==> src/rtl/gcbp_pkg.sv <==
// Shared GCBP definitions: frame FSM encoding and BRAM geometry for the sub-image store.
package gcbp_pkg;

  typedef enum logic [1:0] {
    S_IDLE = 2'd0,
    S_FILL = 2'd1,
    S_FULL = 2'd2
  } gcbp_frame_state_e;

  localparam int GCBP_BRAM_WORD_W    = 128;
  localparam int GCBP_BRAM_DEPTH     = 512;
  localparam int GCBP_BRAM_ADDR_W    = $clog2(GCBP_BRAM_DEPTH);
  localparam int GCBP_DEFAULT_STRIDE = 128;

  function automatic int gcbp_slot_width(input int n);
    return (n < 2) ? 1 : $clog2(n);
  endfunction

endpackage

==> src/rtl/gcbp_frame_ring_ctrl_if.sv <==
// Encoder/correlator-facing signal bundle of the frame ring controller.
interface gcbp_frame_ring_ctrl_if #(
  parameter int C_SLOT_WIDTH = 2,
  parameter int C_ADDR_WIDTH = 9,
  parameter int C_CNT_WIDTH  = 7
);
  logic                    i_valid_subimage_line;
  logic                    i_new_line;
  logic                    i_new_frame;
  logic                    i_corr_busy;
  logic [C_SLOT_WIDTH-1:0] o_next_slot;
  logic [C_SLOT_WIDTH-1:0] o_curr_slot;
  logic [C_SLOT_WIDTH-1:0] o_prev_slot;
  logic [C_ADDR_WIDTH-1:0] o_write_addr;
  logic                    o_write_en;
  logic [C_CNT_WIDTH-1:0]  o_line_cnt;
  logic [1:0]              o_frames_valid;
  logic                    o_frame_commit;
  logic                    o_frame_drop;

  modport master (
    output i_valid_subimage_line, i_new_line, i_new_frame, i_corr_busy,
    input  o_next_slot, o_curr_slot, o_prev_slot, o_write_addr, o_write_en,
           o_line_cnt, o_frames_valid, o_frame_commit, o_frame_drop
  );

  modport slave (
    input  i_valid_subimage_line, i_new_line, i_new_frame, i_corr_busy,
    output o_next_slot, o_curr_slot, o_prev_slot, o_write_addr, o_write_en,
           o_line_cnt, o_frames_valid, o_frame_commit, o_frame_drop
  );
endinterface

==> src/rtl/gcbp_mod_ring_ptr.sv <==
// Mod-N slot pointer; exposes the write slot and the two slots committed before it.
module gcbp_mod_ring_ptr #(
  parameter int C_NUM_SLOTS  = 3,
  parameter int C_SLOT_WIDTH = 2
) (
  input  logic                    i_clk,
  input  logic                    i_resetn,
  input  logic                    i_inc,
  output logic [C_SLOT_WIDTH-1:0] o_next,
  output logic [C_SLOT_WIDTH-1:0] o_curr,
  output logic [C_SLOT_WIDTH-1:0] o_prev
);
  localparam logic [C_SLOT_WIDTH-1:0] LAST_SLOT   = C_SLOT_WIDTH'(C_NUM_SLOTS - 1);
  localparam logic [C_SLOT_WIDTH-1:0] SECOND_LAST = C_SLOT_WIDTH'(C_NUM_SLOTS - 2);

  logic [C_SLOT_WIDTH-1:0] w_ptr_q, w_ptr_d;

  always_comb begin
    w_ptr_d = w_ptr_q;
    if (i_inc) begin
      w_ptr_d = (w_ptr_q == LAST_SLOT) ? '0 : w_ptr_q + 1'b1;
    end
  end

  always_ff @(posedge i_clk or negedge i_resetn) begin
    if (!i_resetn) begin
      w_ptr_q <= '0;
    end else begin
      w_ptr_q <= w_ptr_d;
    end
  end

  // Explicit wrap cases so non-power-of-2 slot counts stay correct.
  assign o_next = w_ptr_q;
  assign o_curr = (w_ptr_q == '0) ? LAST_SLOT : w_ptr_q - 1'b1;
  assign o_prev = (w_ptr_q == '0)                  ? SECOND_LAST :
                  (w_ptr_q == C_SLOT_WIDTH'(1))    ? LAST_SLOT   :
                                                     w_ptr_q - C_SLOT_WIDTH'(2);
endmodule

==> src/rtl/gcbp_frame_ring_ctrl.sv <==
// GCBP sub-image ring controller: counts lines into the write slot and rotates slots on complete frames.
module gcbp_frame_ring_ctrl
  import gcbp_pkg::*;
#(
  parameter int C_NUM_SLOTS          = 3,
  parameter int C_LINES_PER_SUBIMAGE = 64,
  parameter int C_SLOT_STRIDE        = GCBP_DEFAULT_STRIDE,
  parameter int C_ADDR_WIDTH         = GCBP_BRAM_ADDR_W
) (
  input  logic                  i_clk,
  input  logic                  i_resetn,
  gcbp_frame_ring_ctrl_if.slave bus
);
  localparam int C_SLOT_WIDTH   = gcbp_slot_width(C_NUM_SLOTS);
  localparam int C_CNT_WIDTH    = $clog2(C_LINES_PER_SUBIMAGE + 1);
  localparam int C_STRIDE_SHIFT = $clog2(C_SLOT_STRIDE);
  localparam logic [C_CNT_WIDTH-1:0] LINES_FULL = C_CNT_WIDTH'(C_LINES_PER_SUBIMAGE);

  gcbp_frame_state_e       state_q, state_d;
  logic [C_CNT_WIDTH-1:0]  line_cnt_q, line_cnt_d;
  logic [1:0]              frames_valid_q, frames_valid_d;
  logic                    commit_q, commit_d;
  logic                    drop_q, drop_d;
  logic                    ptr_inc;
  logic [C_SLOT_WIDTH-1:0] next_slot, curr_slot, prev_slot;

  gcbp_mod_ring_ptr #(
    .C_NUM_SLOTS  (C_NUM_SLOTS),
    .C_SLOT_WIDTH (C_SLOT_WIDTH)
  ) u_ring_ptr (
    .i_clk    (i_clk),
    .i_resetn (i_resetn),
    .i_inc    (ptr_inc),
    .o_next   (next_slot),
    .o_curr   (curr_slot),
    .o_prev   (prev_slot)
  );

  // A frame pulse outranks a coincident line pulse; that line is never counted.
  always_comb begin
    state_d        = state_q;
    line_cnt_d     = line_cnt_q;
    frames_valid_d = frames_valid_q;
    commit_d       = 1'b0;
    drop_d         = 1'b0;
    ptr_inc        = 1'b0;
    if (bus.i_new_frame) begin
      line_cnt_d = '0;
      state_d    = S_FILL;
      if (state_q == S_FULL && !bus.i_corr_busy) begin
        ptr_inc  = 1'b1;
        commit_d = 1'b1;
        if (frames_valid_q != 2'd2) begin
          frames_valid_d = frames_valid_q + 2'd1;
        end
      end else if (state_q != S_IDLE) begin
        drop_d = 1'b1;
      end
    end else if (bus.i_new_line && bus.i_valid_subimage_line && line_cnt_q != LINES_FULL) begin
      line_cnt_d = line_cnt_q + 1'b1;
      if (state_q == S_FILL && line_cnt_d == LINES_FULL) begin
        state_d = S_FULL;
      end
    end
  end

  always_ff @(posedge i_clk or negedge i_resetn) begin
    if (!i_resetn) begin
      state_q        <= S_IDLE;
      line_cnt_q     <= '0;
      frames_valid_q <= '0;
      commit_q       <= 1'b0;
      drop_q         <= 1'b0;
    end else begin
      state_q        <= state_d;
      line_cnt_q     <= line_cnt_d;
      frames_valid_q <= frames_valid_d;
      commit_q       <= commit_d;
      drop_q         <= drop_d;
    end
  end

  assign bus.o_next_slot    = next_slot;
  assign bus.o_curr_slot    = curr_slot;
  assign bus.o_prev_slot    = prev_slot;
  assign bus.o_write_addr   = (C_ADDR_WIDTH'(next_slot) << C_STRIDE_SHIFT) + C_ADDR_WIDTH'(line_cnt_q);
  assign bus.o_write_en     = bus.i_valid_subimage_line && (line_cnt_q != LINES_FULL);
  assign bus.o_line_cnt     = line_cnt_q;
  assign bus.o_frames_valid = frames_valid_q;
  assign bus.o_frame_commit = commit_q;
  assign bus.o_frame_drop   = drop_q;
endmodule

==> src/flat_wrapper.sv <==
// flat-port wrapper written by rule: the top's interface ports become plain ports
module gcbp_frame_ring_ctrl_flat import gcbp_pkg::*;
#(
  parameter int C_NUM_SLOTS          = 3,
  parameter int C_LINES_PER_SUBIMAGE = 64,
  parameter int C_SLOT_STRIDE        = GCBP_DEFAULT_STRIDE,
  parameter int C_ADDR_WIDTH         = GCBP_BRAM_ADDR_W
)
  (i_clk, i_resetn, bus_i_valid_subimage_line, bus_i_new_line, bus_i_new_frame, bus_i_corr_busy, bus_o_next_slot, bus_o_curr_slot, bus_o_prev_slot, bus_o_write_addr, bus_o_write_en, bus_o_line_cnt, bus_o_frames_valid, bus_o_frame_commit, bus_o_frame_drop);
  gcbp_frame_ring_ctrl_if #(.C_SLOT_WIDTH(2), .C_ADDR_WIDTH(C_ADDR_WIDTH), .C_CNT_WIDTH(7)) bus_i ();
  input  logic i_clk;
  input  logic i_resetn;
  input wire logic [$bits(bus_i.i_valid_subimage_line)-1:0] bus_i_valid_subimage_line;
  input wire logic [$bits(bus_i.i_new_line)-1:0] bus_i_new_line;
  input wire logic [$bits(bus_i.i_new_frame)-1:0] bus_i_new_frame;
  input wire logic [$bits(bus_i.i_corr_busy)-1:0] bus_i_corr_busy;
  output wire logic [$bits(bus_i.o_next_slot)-1:0] bus_o_next_slot;
  output wire logic [$bits(bus_i.o_curr_slot)-1:0] bus_o_curr_slot;
  output wire logic [$bits(bus_i.o_prev_slot)-1:0] bus_o_prev_slot;
  output wire logic [$bits(bus_i.o_write_addr)-1:0] bus_o_write_addr;
  output wire logic [$bits(bus_i.o_write_en)-1:0] bus_o_write_en;
  output wire logic [$bits(bus_i.o_line_cnt)-1:0] bus_o_line_cnt;
  output wire logic [$bits(bus_i.o_frames_valid)-1:0] bus_o_frames_valid;
  output wire logic [$bits(bus_i.o_frame_commit)-1:0] bus_o_frame_commit;
  output wire logic [$bits(bus_i.o_frame_drop)-1:0] bus_o_frame_drop;
  assign bus_i.i_valid_subimage_line = bus_i_valid_subimage_line;
  assign bus_i.i_new_line = bus_i_new_line;
  assign bus_i.i_new_frame = bus_i_new_frame;
  assign bus_i.i_corr_busy = bus_i_corr_busy;
  assign bus_o_next_slot = bus_i.o_next_slot;
  assign bus_o_curr_slot = bus_i.o_curr_slot;
  assign bus_o_prev_slot = bus_i.o_prev_slot;
  assign bus_o_write_addr = bus_i.o_write_addr;
  assign bus_o_write_en = bus_i.o_write_en;
  assign bus_o_line_cnt = bus_i.o_line_cnt;
  assign bus_o_frames_valid = bus_i.o_frames_valid;
  assign bus_o_frame_commit = bus_i.o_frame_commit;
  assign bus_o_frame_drop = bus_i.o_frame_drop;
  gcbp_frame_ring_ctrl #(.C_NUM_SLOTS(C_NUM_SLOTS), .C_LINES_PER_SUBIMAGE(C_LINES_PER_SUBIMAGE), .C_SLOT_STRIDE(C_SLOT_STRIDE), .C_ADDR_WIDTH(C_ADDR_WIDTH)) u_core (.i_clk(i_clk), .i_resetn(i_resetn), .bus(bus_i));
endmodule
==> config.mk <==
export PLATFORM = sky130hd
export DESIGN_NAME = gcbp_frame_ring_ctrl_flat
export DESIGN_NICKNAME = d
export VERILOG_FILES = /design/src/rtl/gcbp_pkg.sv /design/src/rtl/gcbp_frame_ring_ctrl_if.sv /design/src/rtl/gcbp_mod_ring_ptr.sv /design/src/rtl/gcbp_frame_ring_ctrl.sv /design/src/flat_wrapper.sv
export SDC_FILE = /design/constraint.sdc
export NUM_CORES = 1
export LEC_CHECK = 0
export CAP_MARGIN = 25
export CORE_MARGIN = 4
export CORE_UTILIZATION = 44
export CTS_CLUSTER_DIAMETER = 150
export DETAILED_ROUTE_END_ITERATION = 6
export GPL_TIMING_DRIVEN = 1
export PLACE_DENSITY = 0.78
export SKIP_CTS_REPAIR_TIMING = 1
export SYNTH_ARGS = -nofsm -noshare
export SYNTH_HDL_FRONTEND = slang
export SYNTH_SLANG_ARGS = --single-unit
==> constraint.sdc <==
create_clock -name i_clk -period 1.8 [get_ports i_clk]
set_clock_uncertainty 0.05 [all_clocks]
set_input_delay 0.18 -clock i_clk [delete_from_list [all_inputs] [get_ports i_clk]]
set_output_delay 0.18 -clock i_clk [all_outputs]
set_load 0.005 [all_outputs]
==> results by stage <==
Place:
- The weighted congestion reported at the end of routability-driven placement is 0.789.
- Buffers placed on the I/O ports in this run total 32.
- The wire-length estimate of the detail-placed layout is 1590 um.

Global route:
- The number of global-route vias before repair was 763.
- The initial antenna violation count came to 0.
- The final global-route overflow total is 0.
- Entering global routing, the biggest net connects 16 pins.
- The global-route total usage across every layer is 15.3%.
- The first-pass GRT wire length is 3260 um.

STA:
- The fraction of the cycle the final worst path needs is 94.6%.
- The transition time of the tightest slew-check pin is 0.279 ns.
- The final count of hold timing violations is 0.
- The final critical-path required period is 1.70 ns.
- Setup repair after global routing left no endpoint under its margin.
- Based on the critical path, the design can be clocked at up to 587 MHz.
- The aggregate negative setup slack is 0 ns.
- The max-slew violation count came to 0.
- Setup violations remaining at the end of the flow were counted as 0.
- In this run the tightest slew margin relative to its limit is 81.4%.
- The minimum hold slack is 0.156 ns.

Detailed routing:
- For this block, the routed nets add up to 2040 um of wire.
- The number of iterations in the first detailed-routing pass is 4.
- For this run, design rule violations remaining after detail routing come to 0.
- Dividing the detail-routed wire length by the instance count gives 12.9 um.
- In this run the remaining antenna-violating nets after routing total 0.
- The number of vias per cell after detailed routing is 4.87.
- In this run, the number of DRC markers left after iteration 0 of detailed routing was 9.
- Across all layers, the routed design uses 770 vias.

Worst setup path:
- Traced cell by cell, the critical path runs through inv_1 > ha_1 > clkdlybuf4s50_1.
- For the worst setup path, the data required time is 1.57 ns.
- The arrival time of the worst setup path is 1.47 ns.
- The critical path starts at u_core.u_ring_ptr.o_next[1].
- The slowest stage of the critical path is the clkdlybuf4s50_1 cell.
- The worst setup path category is register to output port.
- The worst register-to-register path begins at u_core.bus.o_line_cnt[0].
- The launching element type of the critical path is a register.
- The largest fanout on the critical path is 3.
- The combined buffer and inverter count along the critical path is 2.
- The largest stage delay on the critical path is 0.51 ns.
- The critical path capture point type is an output port.
- On the critical path the largest part of the delay comes from buffers and inverters.
- The minimum setup slack among reg-to-reg paths is 0.1 ns.

Synth:
- The net count after synthesis is 108.
- The gate count of the mapped netlist is 95.
- The part of the Yosys area used for sequential elements is 39.2%.
- The number of warning messages in the yosys log is 0.
- The synthesized design spends more area on one cell type than any other, namely dfrtp_1.
- The number of distinct library cell variants in the gate-level netlist after synthesis is 29.
- The top-area cell type share of the netlist area is 39.2%.
- The flop and latch count out of synthesis is 15.
- After synthesis, the cell types taking the most area are dfrtp_1, ha_1, buf_4.
- A synthesized cell averages 10.1 sq um.
- The summed instance area of the synthesized netlist is 958 sq um.

Run:
- The reported max-cap violation count is 0.

Layout:
- The final net count is 145.
- The filler cell count is 158.
- The repair_antennas step left the layout with diodes totalling 0.
- The share of final-layout standard cells stronger than drive strength 1 is 19.8%.
- The area growth from synthesis to layout is 41.9%.
- The sequential cell area in the final layout is 377 sq um.
- In the final layout, the multi-input gates occupy 459 sq um.

Power:
- The worst-case IR drop observed on VDD is 388 uV.
- Power spread over the standard cell area amounts to 504 nW/um^2.
- The power consumption is 0.686 mW.
- The static power due to leakage is 0.652 nW.

CTS:
- The CTS H-tree depth is 1.
- The insertion delay of the later-clocked pin in the worst-skew pair is 0.27 ns.
- After clock tree synthesis, the clock-pin slew on the worst setup and hold paths is 0.09 ns.
- The clock root buffer is clkbuf_4.
- The clock tree from TritonCTS is done.
- The total CTS buffers is 3.
- The number of buffers on the longest clock path is 2.
- The clock drives 15 sinks.

Floorplan:
- The horizontal die dimension is 54.7 um.
- The floorplan step defined a core boundary enclosing 2020 sq um.
- For this configuration, the core starts out at a cell density of 47.4%.
- For this design the top-level I/O count stands at 33.
- The die area is 2990 sq um.
- Row generation in the floorplan step produced 16 rows.
- The die is 54.7 um tall.

Status:
- The run finished with clean final reports.

Worst hold path:
- The worst hold-check path type is primary input to async pin.
-- metal layers --
metal | track usage [%] | vias to the layer above | wire (um)
met4 | 8.71 | 0 | 36
met2 | 25.6 | 15 | 1060
met1 | 17.5 | 372 | 857
met3 | 4.09 | 4 | 81
met5 | 0 | - | 0
li1 | - | 379 | -
-- cell families (layout without fill, tap and decap cells) --
group,after synthesis,after routing,share of synthesized area [%]
muxes,2,2,2.09
and+or+nand+nor,27,27,17.4
adders and majority gates,7,7,9.14
xor gates and xnor gates,9,9,8.23
AOI/OAI and AO/OA,12,12,10.8
buffers and inverters,23,59,13.2
DFF,15,15,39.2
-- where the power goes --
group	leakage [nW]	internal, mW	switching (mW)	total, mW
sequential	0.184	0.347	0.00700	0.354
combinational	0.450	0.0860	0.0602	0.146
clock	0.0177	0.0822	0.104	0.186
total	0.652	0.515	0.171	0.686
-- final cells by class --
cell class / count / share of cell area [%]
Inverter: 10 / 2.76
Multi-Input combinational cell: 57 / 33.8
Tap cell: 27 / 2.48
Sequential cell: 15 / 27.7
Timing Repair Buffer: 45 / 31.3
Clock buffer: 3 / 1.66
Clock inverter: 1 / 0.368
-- synth_stat cells, drive strengths merged --
cell     instances
and2b            2
inv             10
dfrtp           15
nand2            3
mux2i            2
and3             3
a31o             2
a31oi            2
clkbuf           1
xnor2            3
o2111ai          1
o21ai            3
o21a             1
and2             1
nor2b            3
a21oi            1
xor2             6
nor2             9
a211oi           1
nand4            4
nand4bb          1
buf             12
ha               7
a311oi           1
nor4b            1
-- sequential cells by signal (all words and copies together) (netlist names) --
register	cells
u_core.bus.o_line_cnt	7
u_core.bus.o_frames_valid	2
u_core.u_ring_ptr.o_next	2
u_core.state_q	2
u_core.bus.o_frame_drop	1
u_core.bus.o_frame_commit	1
-- through the flow --
| step | std cells | setup slack (ns) | utilization [%] | instance area, sq um |
|---|---|---|---|---|
| 2_1_floorplan | 95 | 0.260 | - | 958 |
| 5_1_grt | 158 | 0.0211 | 67.3 | 1360 |
| 3_3_place_gp | 151 | 0.138 | 64.2 | 1300 |
| 6_report | 158 | 0.0974 | 67.3 | 1360 |
| 4_1_cts | 155 | -0.214 | 65.6 | 1330 |
| 3_5_place_dp | 151 | 0.100 | 64.2 | 1300 |
-- path summary, 6_finish.rpt --
check                                                to  depth (start not counted)
setup / recovery                     bus_o_prev_slot[1]                          3
hold / removal              u_core.u_ring_ptr.o_next[1]                          2
setup reg to reg                      u_core.state_q[1]                          6
hold reg to reg            u_core.bus.o_frames_valid[1]                          2
max in group asynchronous      u_core.bus.o_line_cnt[1]                          2
min in group i_clk         u_core.bus.o_frames_valid[1]                          2
-- placed cells by master, fill, tap and decap left out, types with 2 or more instances in the layout --
master and instances:
a31o_2 2, and2b_1 2, and3_1 3, buf_4 13
clkbuf_4 3, clkdlybuf4s50_1 29, dfrtp_1 14, dlymetal6s2s_1 3
ha_1 7, inv_1 9, mux2i_1 2, nand2_1 3
nand4_1 4, nor2_1 9, nor2b_2 2, o21ai_0 2
xnor2_1 3, xor2_1 6
No activity file was read; power rests on OpenSTA's default activity.
